==> config.mk <==
export PLATFORM = sky130hd
export DESIGN_NAME = axi_read_slave
export DESIGN_NICKNAME = d
export VERILOG_FILES = /design/src/rtl/axi_pkg.sv /design/src/rtl/axi_burst_addr.sv /design/src/rtl/axi_read_slave.sv
export SDC_FILE = /design/constraint.sdc
export NUM_CORES = 1
export LEC_CHECK = 0
export ABC_AREA = 1
export BUFFER_PORTS_ARGS = -buffer_cell sky130_fd_sc_hd__buf_2
export CORE_UTILIZATION = 25
export CTS_BUF_LIST = sky130_fd_sc_hd__clkbuf_16
export CTS_CLUSTER_SIZE = 28
export DETAILED_ROUTE_END_ITERATION = 16
export PLACE_DENSITY = 0.49
export SYNTH_ARGS = -nofsm -noshare
export SYNTH_HDL_FRONTEND = slang
export SYNTH_SLANG_ARGS = --single-unit
==> constraint.sdc <==
create_clock -name ACLK -period 5.35 [get_ports ACLK]
set_clock_uncertainty 0.2 [all_clocks]
set_input_delay 0.535 -clock ACLK [delete_from_list [all_inputs] [get_ports ACLK]]
set_output_delay 0.535 -clock ACLK [all_outputs]
set_load 0.02 [all_outputs]
==> src/rtl/axi_pkg.sv <==
// Shared AXI encodings and read-slave FSM states, common to the read and write slaves.
package axi_pkg;

    localparam logic [1:0] BURST_FIXED = 2'b00;
    localparam logic [1:0] BURST_INCR  = 2'b01;
    localparam logic [1:0] BURST_WRAP  = 2'b10;

    localparam logic [1:0] RESP_OKAY   = 2'b00;
    localparam logic [1:0] RESP_EXOKAY = 2'b01;
    localparam logic [1:0] RESP_SLVERR = 2'b10;
    localparam logic [1:0] RESP_DECERR = 2'b11;

    typedef enum logic [1:0] {
        ST_IDLE    = 2'd0,
        ST_FETCH   = 2'd1,
        ST_CAPTURE = 2'd2,
        ST_RESP    = 2'd3
    } rd_state_e;

    // WRAP bursts are only legal with 2, 4, 8 or 16 beats.
    function automatic logic wrap_len_ok(input logic [3:0] len);
        return (len == 4'd1) || (len == 4'd3) || (len == 4'd7) || (len == 4'd15);
    endfunction

endpackage

==> src/rtl/axi_burst_addr.sv <==
// Combinational next-beat address for FIXED / INCR / WRAP bursts.
module axi_burst_addr
    import axi_pkg::*;
#(
    parameter int ADDR_W = 32
) (
    input  logic [ADDR_W-1:0] addr_i,
    input  logic [ADDR_W-1:0] start_i,
    input  logic [2:0]        size_i,
    input  logic [3:0]        len_i,
    input  logic [1:0]        burst_i,
    output logic [ADDR_W-1:0] next_o
);

    logic [ADDR_W-1:0] step;
    logic [ADDR_W-1:0] wmask;
    logic [ADDR_W-1:0] sum;

    always_comb begin
        step  = ADDR_W'(1) << size_i;
        wmask = ((ADDR_W'(len_i) + ADDR_W'(1)) << size_i) - ADDR_W'(1);
        sum   = addr_i + step;
        case (burst_i)
            BURST_FIXED: next_o = addr_i;
            // Window base comes from the start address, so unaligned WRAP starts still land in-window.
            BURST_WRAP:  next_o = (start_i & ~wmask) | (sum & wmask);
            default:     next_o = sum;
        endcase
    end

endmodule

==> src/rtl/axi_read_slave.sv <==
// AXI3 read responder: one burst at a time, one memory read per beat, 3 cycles per beat.
module axi_read_slave
    import axi_pkg::*;
#(
    parameter int DATA_W = 32,
    parameter int ADDR_W = 32,
    parameter int ID_W   = 4
) (
    input  logic              ACLK,
    input  logic              ARESETn,
    input  logic [ID_W-1:0]   ARID,
    input  logic [ADDR_W-1:0] ARADDR,
    input  logic [3:0]        ARLEN,
    input  logic [2:0]        ARSIZE,
    input  logic [1:0]        ARBURST,
    input  logic [1:0]        ARLOCK,
    input  logic [3:0]        ARCACHE,
    input  logic [2:0]        ARPROT,
    input  logic              ARVALID,
    output logic              ARREADY,
    output logic [ID_W-1:0]   RID,
    output logic [DATA_W-1:0] RDATA,
    output logic [1:0]        RRESP,
    output logic              RLAST,
    output logic              RVALID,
    input  logic              RREADY,
    output logic              mem_rd_en,
    output logic [ADDR_W-1:0] mem_rd_addr,
    input  logic [DATA_W-1:0] mem_rd_data
);

    localparam int SIZE_MAX = $clog2(DATA_W / 8);

    rd_state_e         state_q, state_d;
    logic [ID_W-1:0]   id_q;
    logic [ADDR_W-1:0] addr_q, start_q, next_addr, rd_addr_q;
    logic [3:0]        len_q, beat_q;
    logic [2:0]        size_q;
    logic [1:0]        burst_q, rresp_q;
    logic [DATA_W-1:0] rdata_q;
    logic              err_q, ar_err, rlast_q, rvalid_q, rd_en_q;
    logic              unused_ar_attr;

    assign unused_ar_attr = ^{ARLOCK, ARCACHE, ARPROT};

    assign ar_err = (ARSIZE > 3'(SIZE_MAX)) || (ARBURST == 2'b11)
                  || ((ARBURST == BURST_WRAP) && !wrap_len_ok(ARLEN));

    axi_burst_addr #(.ADDR_W(ADDR_W)) u_next_addr (
        .addr_i  (addr_q),
        .start_i (start_q),
        .size_i  (size_q),
        .len_i   (len_q),
        .burst_i (burst_q),
        .next_o  (next_addr)
    );

    always_ff @(posedge ACLK or negedge ARESETn) begin
        if (!ARESETn) state_q <= ST_IDLE;
        else          state_q <= state_d;
    end

    always_comb begin
        state_d = state_q;
        case (state_q)
            ST_IDLE:    if (ARVALID) state_d = ST_FETCH;
            ST_FETCH:   state_d = ST_CAPTURE;
            ST_CAPTURE: state_d = ST_RESP;
            ST_RESP:    if (RREADY) state_d = rlast_q ? ST_IDLE : ST_FETCH;
            default:    state_d = ST_IDLE;
        endcase
    end

    always_comb begin
        ARREADY = (state_q == ST_IDLE);
    end

    // The read strobe and address are registered on entry to FETCH so they are high for that cycle only.
    always_ff @(posedge ACLK or negedge ARESETn) begin
        if (!ARESETn) begin
            id_q      <= '0;
            addr_q    <= '0;
            start_q   <= '0;
            len_q     <= '0;
            size_q    <= '0;
            burst_q   <= '0;
            beat_q    <= '0;
            err_q     <= 1'b0;
            rdata_q   <= '0;
            rresp_q   <= RESP_OKAY;
            rlast_q   <= 1'b0;
            rvalid_q  <= 1'b0;
            rd_en_q   <= 1'b0;
            rd_addr_q <= '0;
        end else begin
            rd_en_q <= 1'b0;
            case (state_q)
                ST_IDLE: if (ARVALID) begin
                    id_q      <= ARID;
                    addr_q    <= ARADDR;
                    start_q   <= ARADDR;
                    len_q     <= ARLEN;
                    size_q    <= ARSIZE;
                    burst_q   <= ARBURST;
                    beat_q    <= '0;
                    err_q     <= ar_err;
                    rd_en_q   <= !ar_err;
                    rd_addr_q <= ARADDR;
                end
                ST_CAPTURE: begin
                    rdata_q  <= err_q ? '0 : mem_rd_data;
                    rresp_q  <= err_q ? RESP_SLVERR : RESP_OKAY;
                    rlast_q  <= (beat_q == len_q);
                    rvalid_q <= 1'b1;
                end
                ST_RESP: if (RREADY) begin
                    rvalid_q <= 1'b0;
                    rlast_q  <= 1'b0;
                    if (!rlast_q) begin
                        beat_q    <= beat_q + 4'd1;
                        addr_q    <= next_addr;
                        rd_en_q   <= !err_q;
                        rd_addr_q <= next_addr;
                    end
                end
                default: ;
            endcase
        end
    end

    assign RID         = id_q;
    assign RDATA       = rdata_q;
    assign RRESP       = rresp_q;
    assign RLAST       = rlast_q;
    assign RVALID      = rvalid_q;
    assign mem_rd_en   = rd_en_q;
    assign mem_rd_addr = rd_addr_q;

endmodule

# [After elaboration in Yosys (flattened, before gate mapping)]
# Cells that the tools add are included.
[totals] inputBits=90 elab_cells=80 out_inout_bits=74 ff_bits=121
[op_classes] reduce_logical=18 n_shift=2 bitwise=4 order_cmp=1 n_mux=22 add_sub_neg=4 n_eq_ne=15
[op_table] op="32-bit 2-to-1 mux" count=4
[op_table] op="32-bit one-hot mux with 2 select lines" count=2
[op_table] op="32-bit AND" count=2
[op_table] op="32-bit adder" count=1
[op_table] op="32-bit inverter" count=1
[op_table] op="32-bit bitwise OR" count=1
[op_table] op="1-bit by 3-bit left shift with 32-bit output (first input constant)" count=1
[op_table] op="32-bit by 3-bit left shift with 32-bit output" count=1
[op_table] op="32-bit by 1-bit subtractor with 32-bit output (second input constant)" count=1
[op_table] op="4-bit 2-to-1 mux" count=3
[op_table] op="2-bit equality test (second input constant)" count=5
[op_table] op="2-bit one-hot mux with 4 select lines" count=1
[op_table] op="4-bit one-hot mux with 2 select lines" count=1
[op_table] op="2-bit 2-to-1 mux" count=3
[op_table] op="2-bit inequality test (second input constant)" count=3
[op_table] op="1-bit one-hot mux with 2 select lines" count=3
[op_table] op="2-bit AND reduction" count=3
[op_table] op="4-bit by 1-bit adder with 5-bit output (second input constant)" count=1
[op_table] op="1-bit logical OR" count=5
[op_table] op="1-bit 2-to-1 mux" count=5
[op_table] op="5-bit AND reduction" count=1
[op_table] op="4-bit by 1-bit adder with 4-bit output (second input constant)" count=1
[op_table] op="4-bit by 1-bit equality test with 1-bit output (second input constant)" count=1
[op_table] op="4-bit by 2-bit equality test with 1-bit output (second input constant)" count=1
[op_table] op="other kinds (11)" count=15

# [Depth between registers and ports, before layout]
# Gate-level depths: netlist of run 1.
[logic_depth] ltp_word=10 mapped_depth=18 mapped_depth_nobuf=18

# [By module]
# From an unflattened synthesis of run 1, not the netlist that was laid out.
[hier_totals] cells_unflattened=1043 area_unflattened_um2=7644.8
[modules_own_cells] module="axi_read_slave" n_inst=1 area_each_um2=5019.8 seq_area_each_um2=3002.9 cells_per_inst=549
[modules_own_cells] module="axi_burst_addr" n_inst=1 area_each_um2=2625.0 seq_area_each_um2=0.0 cells_per_inst=494

# [Worst setup path before layout of run 1]
# OpenSTA, ideal clock, no wires.
[synth_path] kind="register to register" from="register size_q[1]" to="register rd_addr_q[26] (netlist: mem_rd_addr[26])" setup_time_ns=0.077 t_required_ns=5.073 t_arrival_ns=2.595 path_slack_ns=2.477 n_path_buf=1 stages_incl_launch_ff=16 path_cell_list="dfrtp_1 > buf_2 > nor3_1 > ha_1 > inv_1 > fa_1 > o21ai_2 > a21oi_1 > o21ai_2 > nand3_1 > nor2_1 > xor2_1 > inv_1 > nand2_1 > nand3_1 > a21oi_1"
[synth_via] elab_chain_cells=9
[synth_lines] item="start, declared" line="axi_read_slave.sv:38" text="logic [2:0] size_q;"
[synth_lines] item="start signal, assigned" line="axi_read_slave.sv:85" text="size_q <= '0;"
[synth_lines] item="start signal, assigned" line="axi_read_slave.sv:103" text="size_q <= ARSIZE;"
[synth_lines] item="32-bit by 3-bit left shift with 32-bit output" line="axi_burst_addr.sv:21" text="wmask = ((ADDR_W'(len_i) + ADDR_W'(1)) << size_i) - ADDR_W'(1);"
[synth_lines] item="32-bit by 1-bit subtractor with 32-bit output" line="axi_burst_addr.sv:21"
[synth_lines] item="32-bit inverter" line="axi_burst_addr.sv:26" text="BURST_WRAP: next_o = (start_i & ~wmask) | (sum & wmask);"
[synth_lines] item="32-bit AND" line="axi_burst_addr.sv:26"
[synth_lines] item="32-bit bitwise OR" line="axi_burst_addr.sv:26"
[synth_lines] item="32-bit one-hot mux with 2 select lines (*)" line="axi_burst_addr.sv:23" text="case (burst_i)"
[synth_lines] item="32-bit 2-to-1 mux (*)" line="axi_read_slave.sv:119" text="if (!rlast_q) begin"
[synth_lines] item="32-bit 2-to-1 mux (*)" line="axi_read_slave.sv:116" text="ST_RESP: if (RREADY) begin"
[synth_lines] item="32-bit one-hot mux with 2 select lines (*)" line="axi_read_slave.sv:97" text="case (state_q)"
[synth_lines] item="end signal, assigned" line="axi_read_slave.sv:123" text="rd_addr_q <= next_addr;"
[synth_lines] item="end, declared" line="axi_read_slave.sv:36" text="logic [ADDR_W-1:0] addr_q, start_q, next_addr, rd_addr_q;"
# Mark *: on every way between the ends. The rest lies on a longest branch, timed or not. The select of a mux whose other input is x is not followed.
# A chain may end at the register's enable or synchronous reset.

# [Final worst setup path of run 1]
# Same ends and word-level chain as after synthesis.

==> impl_metrics.env, run 1 <==
export IMPL_antenna_found_initial=2
export IMPL_syn2layout_area_growth_pct=25.0
export IMPL_place_area_mm2=0.00811
export IMPL_cts_buffers=17
export IMPL_synth_seq_cells=120
export IMPL_p_leak_nw=4.30
export IMPL_htree_num_levels=4
export IMPL_final_cell_mix="buf_2, nand2_1, dfrtp_1, a21oi_1, nor2_1"
export IMPL_dp_cells=1364
export IMPL_period_minus_slack_ps=3520
export IMPL_crit_type="flip-flop to flip-flop"
export IMPL_cts_clk_slew_worst_paths_ps=70
export IMPL_fin_cells=1399
export IMPL_rr_worst_depth=15
export IMPL_cts_root_buf="clkbuf_16"
export IMPL_synthTopCellsByArea="dfrtp_1, a21oi_1, nand2_1"
export IMPL_relSlewSlack_pct=30.7
export IMPL_status="completed"
export IMPL_track_usage_pct=15.7
export IMPL_async_flop_share_pct=100
export IMPL_synth_ff_type="dfrtp_1"
export IMPL_grt_max_degree=47
export IMPL_cts_setup_buffers=0
export IMPL_synth_cell_type_count=48
export IMPL_p_per_area_mw_per_mm2=730
export IMPL_hold_class="input pin to flip-flop"
export IMPL_core_area_mm2=0.0271
export IMPL_syn_inst=865
export IMPL_register_area_mm2=0.00300
export IMPL_first_iter_violations=417
export IMPL_rrSetupSlack_ps=1830
export IMPL_synth_top_area_share_pct=43.2
export IMPL_synth_edff_count=0
export IMPL_multiInputGateArea_mm2=0.00342
export IMPL_nets=1118
export IMPL_peakVddDrop_uv=259
export IMPL_place_hpwl_mm=15.4
export IMPL_n_fill_cell=2944
export IMPL_yosys_area_top_type="dfrtp_1"
export IMPL_finalWirelength_mm=21.2
export IMPL_slew_viol_final=0
export IMPL_grt_pass1_wl_mm=34.7
export IMPL_gp_congestion=0.879
export IMPL_ctsHoldBuffers=1
export IMPL_yosysWarnings=0
export IMPL_viasPerCell=4.56
export IMPL_r2r_start="size_q[1]"
export IMPL_port_buffers=153
export IMPL_fin_setup_tns_ps=0
export IMPL_drc=0
export IMPL_cts_tree="built"
export IMPL_clockBufferDepth=2
export IMPL_finalHoldViolations=0
export IMPL_start_util_pct=25.6
export IMPL_die_area_mm2=0.0285
export IMPL_final_core_util_pct=32.1
export IMPL_grt_pass1_vias=6367
export IMPL_ant_nets=0
export IMPL_dr_pass1_iters=6
export IMPL_setup_viol=0
export IMPL_syn_avg_cell_area_um2=8.03
export IMPL_rows=60
export IMPL_cap_violations=0
export IMPL_end_kind="flip-flop"
export IMPL_wl_per_cell_um=15.2
export IMPL_grt_overflow_total=0
export IMPL_crit_path_end="mem_rd_addr[26]"
export IMPL_cp_required_ps=5500
export IMPL_syn_area_mm2=0.00695
export IMPL_seq_area_frac_synth_pct=43.2
export IMPL_drive_gt1_share_pct=24.0
export IMPL_final_area_mm2=0.00869
export IMPL_worst_pin_slew_ps=1040
export IMPL_rsz0062_at_grt="no"
export IMPL_min_period_over_period_pct=65.9
export IMPL_post_cts_resized=0
export IMPL_final_common_cell="buf_2"
export IMPL_insertion_delay_ps=430
export IMPL_die_w_um=169
export IMPL_report_power_total_mw=6.34
export IMPL_rr_endpoint="mem_rd_addr[26]"
export IMPL_synth_fp_nets=971
export IMPL_crit_path_start_kind="flip-flop"
export IMPL_timing_fmax_mhz=284
export IMPL_clock_sinks=120
export IMPL_arrival_ps=3680
export IMPL_vias=6385
export IMPL_worstPathMaxFanout=14
export IMPL_die_h_um=169
export IMPL_io_pins=164
export IMPL_crit_start="size_q[1]"
==> through the flow <==
stage	hold slack, ps	worst slack [ps]
floorplan	39.4	2480
global placement	265	1820
detailed placement	275	1840
CTS	97.1	1820
global route	103	1500
finish	112	1830
==> logic make-up after synthesis <==
logic type / share of synthesized area [%]
and+or+nand+nor: 23.7
AOI/OAI and AO/OA: 16.8
buffers and inverters: 7.83
DFF: 43.2
xor gates and xnor gates: 3.78
adders and majority gates: 2.99
muxes: 1.62
other: 0.0540
==> routing by layer <==
layer	global-route usage [%]	vias up	routed length (um)
met4	4.70	0	259
met3	4.33	19	1340
met1	20.5	3008	9850
li1	-	3192	-
met2	25.2	166	9760
met5	0	-	0
==> state kept, by name (all words and copies together) (netlist names), 2 cells and up <==
signal and cells:
size_q 3, mem_rd_addr 32, state_q 2, RDATA 32, len_q 4, burst_q 2, start_q 32, beat_q 4
RID 4
==> how the worst min path moves through the flow <==
| stage | from | to | slack (ps) | cells past startpoint |
|---|---|---|---|---|
| 2_1_floorplan | ARESETn | RDATA[0] | 40 | 0 |
| 3_3_place_gp | start_q[1] | start_q[1] | 270 | 2 |
| 3_5_place_dp | start_q[1] | start_q[1] | 280 | 2 |
| 4_1_cts | mem_rd_data[30] | RDATA[30] | 100 | 2 |
| 5_1_grt | mem_rd_data[31] | RDATA[31] | 100 | 2 |
| 6_report | mem_rd_data[26] | RDATA[26] | 110 | 2 |
==> Yosys cell counts (2+ instances only) <==
| master | count |
|---|---|
| nand2_1 | 133 |
| dfrtp_1 | 120 |
| a21oi_1 | 117 |
| nor2_1 | 97 |
| inv_1 | 95 |
| nand3_1 | 57 |
| a22o_1 | 32 |
| clkbuf_1 | 26 |
| o21ai_0 | 25 |
| xor2_1 | 21 |
| nand4_1 | 16 |
| ha_1 | 15 |
| nor3_1 | 15 |
| nand3_2 | 11 |
| mux2_2 | 10 |
| xnor2_1 | 9 |
| nand2_2 | 7 |
| inv_2 | 5 |
| nor4_1 | 5 |
| buf_2 | 4 |
| nor2_2 | 4 |
| o21ai_1 | 4 |
| a31oi_1 | 3 |
| buf_4 | 3 |
| o21ai_2 | 3 |
| a22oi_1 | 2 |
| clkinv_1 | 2 |
| nor2_8 | 2 |
| o21ai_4 | 2 |
| o41ai_1 | 2 |
==> layout make-up <==
type | count | area share [%]
Sequential cell | 120 | 34.6
Inverter | 103 | 4.48
Timing Repair Buffer | 163 | 9.74
Multi-Input combinational cell | 607 | 39.4
Clock buffer | 17 | 4.90
Antenna cell | 2 | 0.0576
Clock inverter | 15 | 1.53
Tap cell | 372 | 5.36
==> report_power, final <==
part           switching, mW  internal (mW)  total, mW
Combinational           2.32           1.18       3.50
Clock                  0.505          0.610       1.11
Sequential             0.380           1.35       1.73
==> critical path, cell delays in order, from the launching register on <==
cell and delay [ps]:
dfrtp_1 550, inv_2 240, nand2_1 90, nor2_1 180, inv_1 90, fa_1 490, o21ai_2 250, a21oi_1 150
o21ai_2 370, nand3_1 200, nor2_1 170, xor2_1 160, inv_1 50, nand2_1 60, nand3_1 70, a21oi_1 130
Note: power is estimated with default switching activity, not from simulation.
==> inputs of run 2 (changes only) <==
==> constraint.sdc (replaced) <==
create_clock -name ACLK -period 3.69 [get_ports ACLK]
set_clock_uncertainty 0.2 [all_clocks]
set_input_delay 0.369 -clock ACLK [delete_from_list [all_inputs] [get_ports ACLK]]
set_output_delay 0.369 -clock ACLK [all_outputs]
set_load 0.02 [all_outputs]
==> impl_metrics.env, run 2 (synthesized netlist as in run 1, its figures left out) <==
export IMPL_rows=60
export IMPL_p_leak_nw=4.52
export IMPL_crit_type="flip-flop to flip-flop"
export IMPL_slew_viol_final=0
export IMPL_hold_class="input pin to flip-flop"
export IMPL_rsz0062_at_grt="no"
export IMPL_cap_violations=0
export IMPL_fin_setup_tns_ps=0
export IMPL_period_minus_slack_ps=3250
export IMPL_grt_max_degree=121
export IMPL_vias=6491
export IMPL_arrival_ps=3390
export IMPL_place_hpwl_mm=15.2
export IMPL_drc=0
export IMPL_die_h_um=169
export IMPL_wl_per_cell_um=15.0
export IMPL_worst_pin_slew_ps=1060
export IMPL_status="completed"
export IMPL_cp_required_ps=3830
export IMPL_setup_viol=0
export IMPL_end_kind="flip-flop"
export IMPL_relSlewSlack_pct=29.1
export IMPL_cts_setup_buffers=0
export IMPL_cts_tree="built"
export IMPL_finalWirelength_mm=21.7
export IMPL_first_iter_violations=343
export IMPL_p_per_area_mw_per_mm2=1010
export IMPL_cts_root_buf="clkbuf_16"
export IMPL_die_w_um=169
export IMPL_finalHoldViolations=0
export IMPL_syn2layout_area_growth_pct=31.9
export IMPL_dr_pass1_iters=5
export IMPL_die_area_mm2=0.0285
export IMPL_cts_clk_slew_worst_paths_ps=60
export IMPL_worstPathMaxFanout=6
export IMPL_gp_congestion=0.879
export IMPL_start_util_pct=25.6
export IMPL_post_cts_resized=0
export IMPL_antenna_found_initial=3
export IMPL_min_period_over_period_pct=88.0
export IMPL_htree_num_levels=4
export IMPL_final_common_cell="buf_2"
export IMPL_ctsHoldBuffers=43
export IMPL_clockBufferDepth=2
export IMPL_core_area_mm2=0.0271
export IMPL_final_core_util_pct=33.8
export IMPL_port_buffers=153
export IMPL_insertion_delay_ps=420
export IMPL_final_cell_mix="buf_2, nand2_1, dfrtp_1, a21oi_1, nor2_1"
export IMPL_cts_buffers=17
export IMPL_peakVddDrop_uv=427
export IMPL_timing_fmax_mhz=308
export IMPL_grt_pass1_vias=6519
export IMPL_viasPerCell=4.49
export IMPL_clock_sinks=120
export IMPL_ant_nets=0
export IMPL_crit_path_start_kind="flip-flop"
export IMPL_drive_gt1_share_pct=23.4
export IMPL_nets=1165
export IMPL_io_pins=164
export IMPL_fin_hold_ws_ps=15.4
export IMPL_grt_pass1_wl_mm=35.3
export IMPL_track_usage_pct=15.9
export IMPL_grt_overflow_total=0
[run 2: cell types whose count changed in the layout (fill, tap and decap cells not counted)]
cell and delta:
clkinv_2 +3, buf_12 +1, inv_6 -2, dlygate4sd3_1 +42, inv_8 -1, clkinvlp_4 -1, bufinv_16 +1, buf_4 +4
[run 2: worst max-delay path: stages, from the launching register on]
cell and delay [ps]:
dfrtp_1 440, nor3_1 270, ha_1 250, inv_1 70, fa_1 420, o21ai_2 220, a21oi_1 130, o21ai_2 350
nand3_1 200, nor2_1 160, xor2_1 160, inv_1 50, nand2_1 50, nand3_1 70, a21oi_1 120
[run 2: power breakdown]
group	switching (mW)	internal, mW
Sequential	0.519	1.96
Clock	0.692	0.940
Combinational	3.41	1.78
[run 2: final cells by class]
type	count	area (um2)
Sequential cell	120	3000
Timing Repair Buffer	210	1320
Antenna cell	2	5.00
Multi-Input combinational cell	607	3420
Clock buffer	17	425
Fill cell	2880	17900
Clock inverter	15	141
Inverter	103	389
Tap cell	372	465
[run 2: worst paths after layout]
check	depth (start not counted)	start	slack (ps)	endpoint
worst max register to register	14	size_q[0]	440	mem_rd_addr[26]
min in group asynchronous	3	ARESETn	390	start_q[15]
worst max-delay path	14	size_q[0]	440	mem_rd_addr[26]
worst min register to register	2	start_q[1]	280	start_q[1]
max in group asynchronous	3	ARESETn	2390	RRESP[1]
worst min-delay path	3	ARADDR[12]	20	start_q[12]
[run 2: per-stage QoR]
stage / instances / worst slack, ps / cell area (um2) / power (mW)
floorplan: 865 / 817 / 6950 / 6.11
global placement: 1369 / 488 / 8160 / 7.64
detailed placement: 1369 / 434 / 8160 / 7.68
CTS: 1444 / 405 / 9160 / 9.41
global route: 1445 / 163 / 9160 / 10.1
finish: 1446 / 442 / 9170 / 9.30
[run 2: routing by layer]
layer  vias up  part of all wire, %  global-route usage, %
li1       3279                    -                      -
met2       149                   46                   25.5
met4         2                 0.78                   4.19
met5         -                0.037                      0
met3        13                  5.0                   3.81
met1      3048                   48                   21.3
==> inputs of run 3 (changes only) <==
--- a/config.mk
+++ b/config.mk
@@ -7,6 +7,7 @@
 export LEC_CHECK = 0
 export ABC_AREA = 1
 export BUFFER_PORTS_ARGS = -buffer_cell sky130_fd_sc_hd__buf_2
+export CORE_MARGIN = 2
 export CORE_UTILIZATION = 25
 export CTS_BUF_LIST = sky130_fd_sc_hd__clkbuf_16
 export CTS_CLUSTER_SIZE = 28
==> impl_metrics.env, run 3 (synthesized netlist as in run 1, its figures left out) <==
export IMPL_status="completed"
export IMPL_setup_ws_ps=371
export IMPL_clock_sinks=120
export IMPL_core_area_mm2=0.0276
export IMPL_place_ws_ps=355
export IMPL_setup_viol=0
export IMPL_crit_chain="nor3_1 > ha_1 > inv_1 > fa_1 > o21ai_2 > a21oi_1 > o21ai_2 > nand3_1 > nor2_1 > xor2_1 > inv_1 > nand2_1 > nand3_1 > a21oi_1"
export IMPL_track_usage_pct=15.3
export IMPL_crit_family="compound AO/OA/AOI/OAI gates"
export IMPL_drc=0
export IMPL_min_period_over_period_pct=89.9
export IMPL_cts_clk_slew_worst_paths_ps=60
export IMPL_cp_required_ps=3830
export IMPL_htree_num_levels=4
export IMPL_final_core_util_pct=33.2
export IMPL_drive_gt1_share_pct=23.1
export IMPL_crit_path_start_kind="flip-flop"
export IMPL_worstPathMaxFanout=14
export IMPL_cts_tree="built"
export IMPL_grt_pass1_vias=6308
export IMPL_rsz0062_at_grt="no"
export IMPL_cpPeakStageDelay_ps=550
export IMPL_die_h_um=171
export IMPL_worst_pin_slew_ps=1050
export IMPL_cts_setup_buffers=0
export IMPL_grt_pass1_wl_mm=34.7
export IMPL_viasPerCell=4.48
export IMPL_cp_slowest_cell="dfrtp_1"
export IMPL_end_kind="flip-flop"
export IMPL_period_minus_slack_ps=3320
export IMPL_first_iter_violations=445
export IMPL_rows=61
export IMPL_finalWirelength_mm=21.7
export IMPL_fin_setup_tns_ps=0
export IMPL_clockBufferDepth=2
export IMPL_antenna_found_initial=1
export IMPL_gp_congestion=0.890
export IMPL_relSlewSlack_pct=29.7
export IMPL_crit_type="flip-flop to flip-flop"
export IMPL_hold_class="input pin to flip-flop"
export IMPL_place_hpwl_mm=15.3
export IMPL_insertion_delay_ps=410
export IMPL_p_leak_nw=4.50
export IMPL_cts_root_buf="clkbuf_16"
export IMPL_final_area_mm2=0.00915
export IMPL_fin_cells=1447
export IMPL_rrSetupSlack_ps=370
export IMPL_final_common_cell="buf_2"
export IMPL_slew_viol_final=0
export IMPL_ant_nets=0
export IMPL_wl_per_cell_um=15.0
export IMPL_start_util_pct=25.2
export IMPL_vias=6476
export IMPL_die_area_mm2=0.0291
export IMPL_grt_overflow_total=0
export IMPL_cts_buffers=17
export IMPL_arrival_ps=3450
export IMPL_finalHoldViolations=0
export IMPL_die_w_um=171
export IMPL_timing_fmax_mhz=301
export IMPL_cap_violations=0
export IMPL_antenna_cells=0
export IMPL_nets=1162
export IMPL_peakVddDrop_uv=383
export IMPL_io_pins=164
export IMPL_syn2layout_area_growth_pct=31.7
export IMPL_final_cell_mix="buf_2, nand2_1, dfrtp_1, a21oi_1, nor2_1"
export IMPL_worst_path_buf_inv=2
export IMPL_dp_cells=1372
export IMPL_port_buffers=153
export IMPL_n_fill_cell=2925
export IMPL_p_per_area_mw_per_mm2=1020
export IMPL_grt_max_degree=58
export IMPL_dr_pass1_iters=5
export IMPL_place_area_mm2=0.00815
-- run 3: what timing repair did --
action	4_1_cts	5_1_grt
hold buffers	42	1
resized for setup	0	0
hold endpoints to repair	96	1
-- run 3: power by group --
part,switching (mW),internal (mW)
logic,3.40,1.75
registers,0.561,1.96
clock network,0.688,0.943
total,4.65,4.65
-- run 3: final timing paths --
check | start | endpoint | cells after the start
setup / recovery | size_q[1] | mem_rd_addr[26] | 14
hold / removal | ARADDR[17] | start_q[17] | 3
setup reg to reg | size_q[1] | mem_rd_addr[26] | 14
hold reg to reg | start_q[1] | start_q[1] | 2
max in group asynchronous | ARESETn | size_q[1] | 3
min in group asynchronous | ARESETn | start_q[16] | 2
-- run 3: cell type report --
cell class | count | area (um2) | share of cell area [%]
multi-input combinational | 607 | 3420 | 37.4
sequential | 120 | 3000 | 32.8
timing repair buffer | 207 | 1290 | 14.1
tap | 378 | 473 | 5.17
clock buffer | 17 | 425 | 4.65
inverter | 103 | 389 | 4.25
clock inverter | 15 | 144 | 1.57
-- run 3: per-stage QoR --
stage | power (mW) | hold slack, ps
finish | 9.30 | 18.8
global route | 10.1 | 12.6
CTS | 9.38 | 1.64
detailed placement | 7.65 | 275
global placement | 7.62 | 264
floorplan | 6.11 | -127
-- run 3: layer usage --
metal | track usage, % | share of wire, % | up-vias
met4 | 3.98 | 1.1 | 0
met2 | 24.5 | 46 | 173
met1 | 20.4 | 47 | 3019
met5 | 0 | 0 | -
met3 | 3.98 | 5.4 | 16
li1 | - | - | 3268
-- run 3: worst min-delay path: stages --
cell and delay, ps:
buf_2 90, nor2_1 40, a21oi_1 90
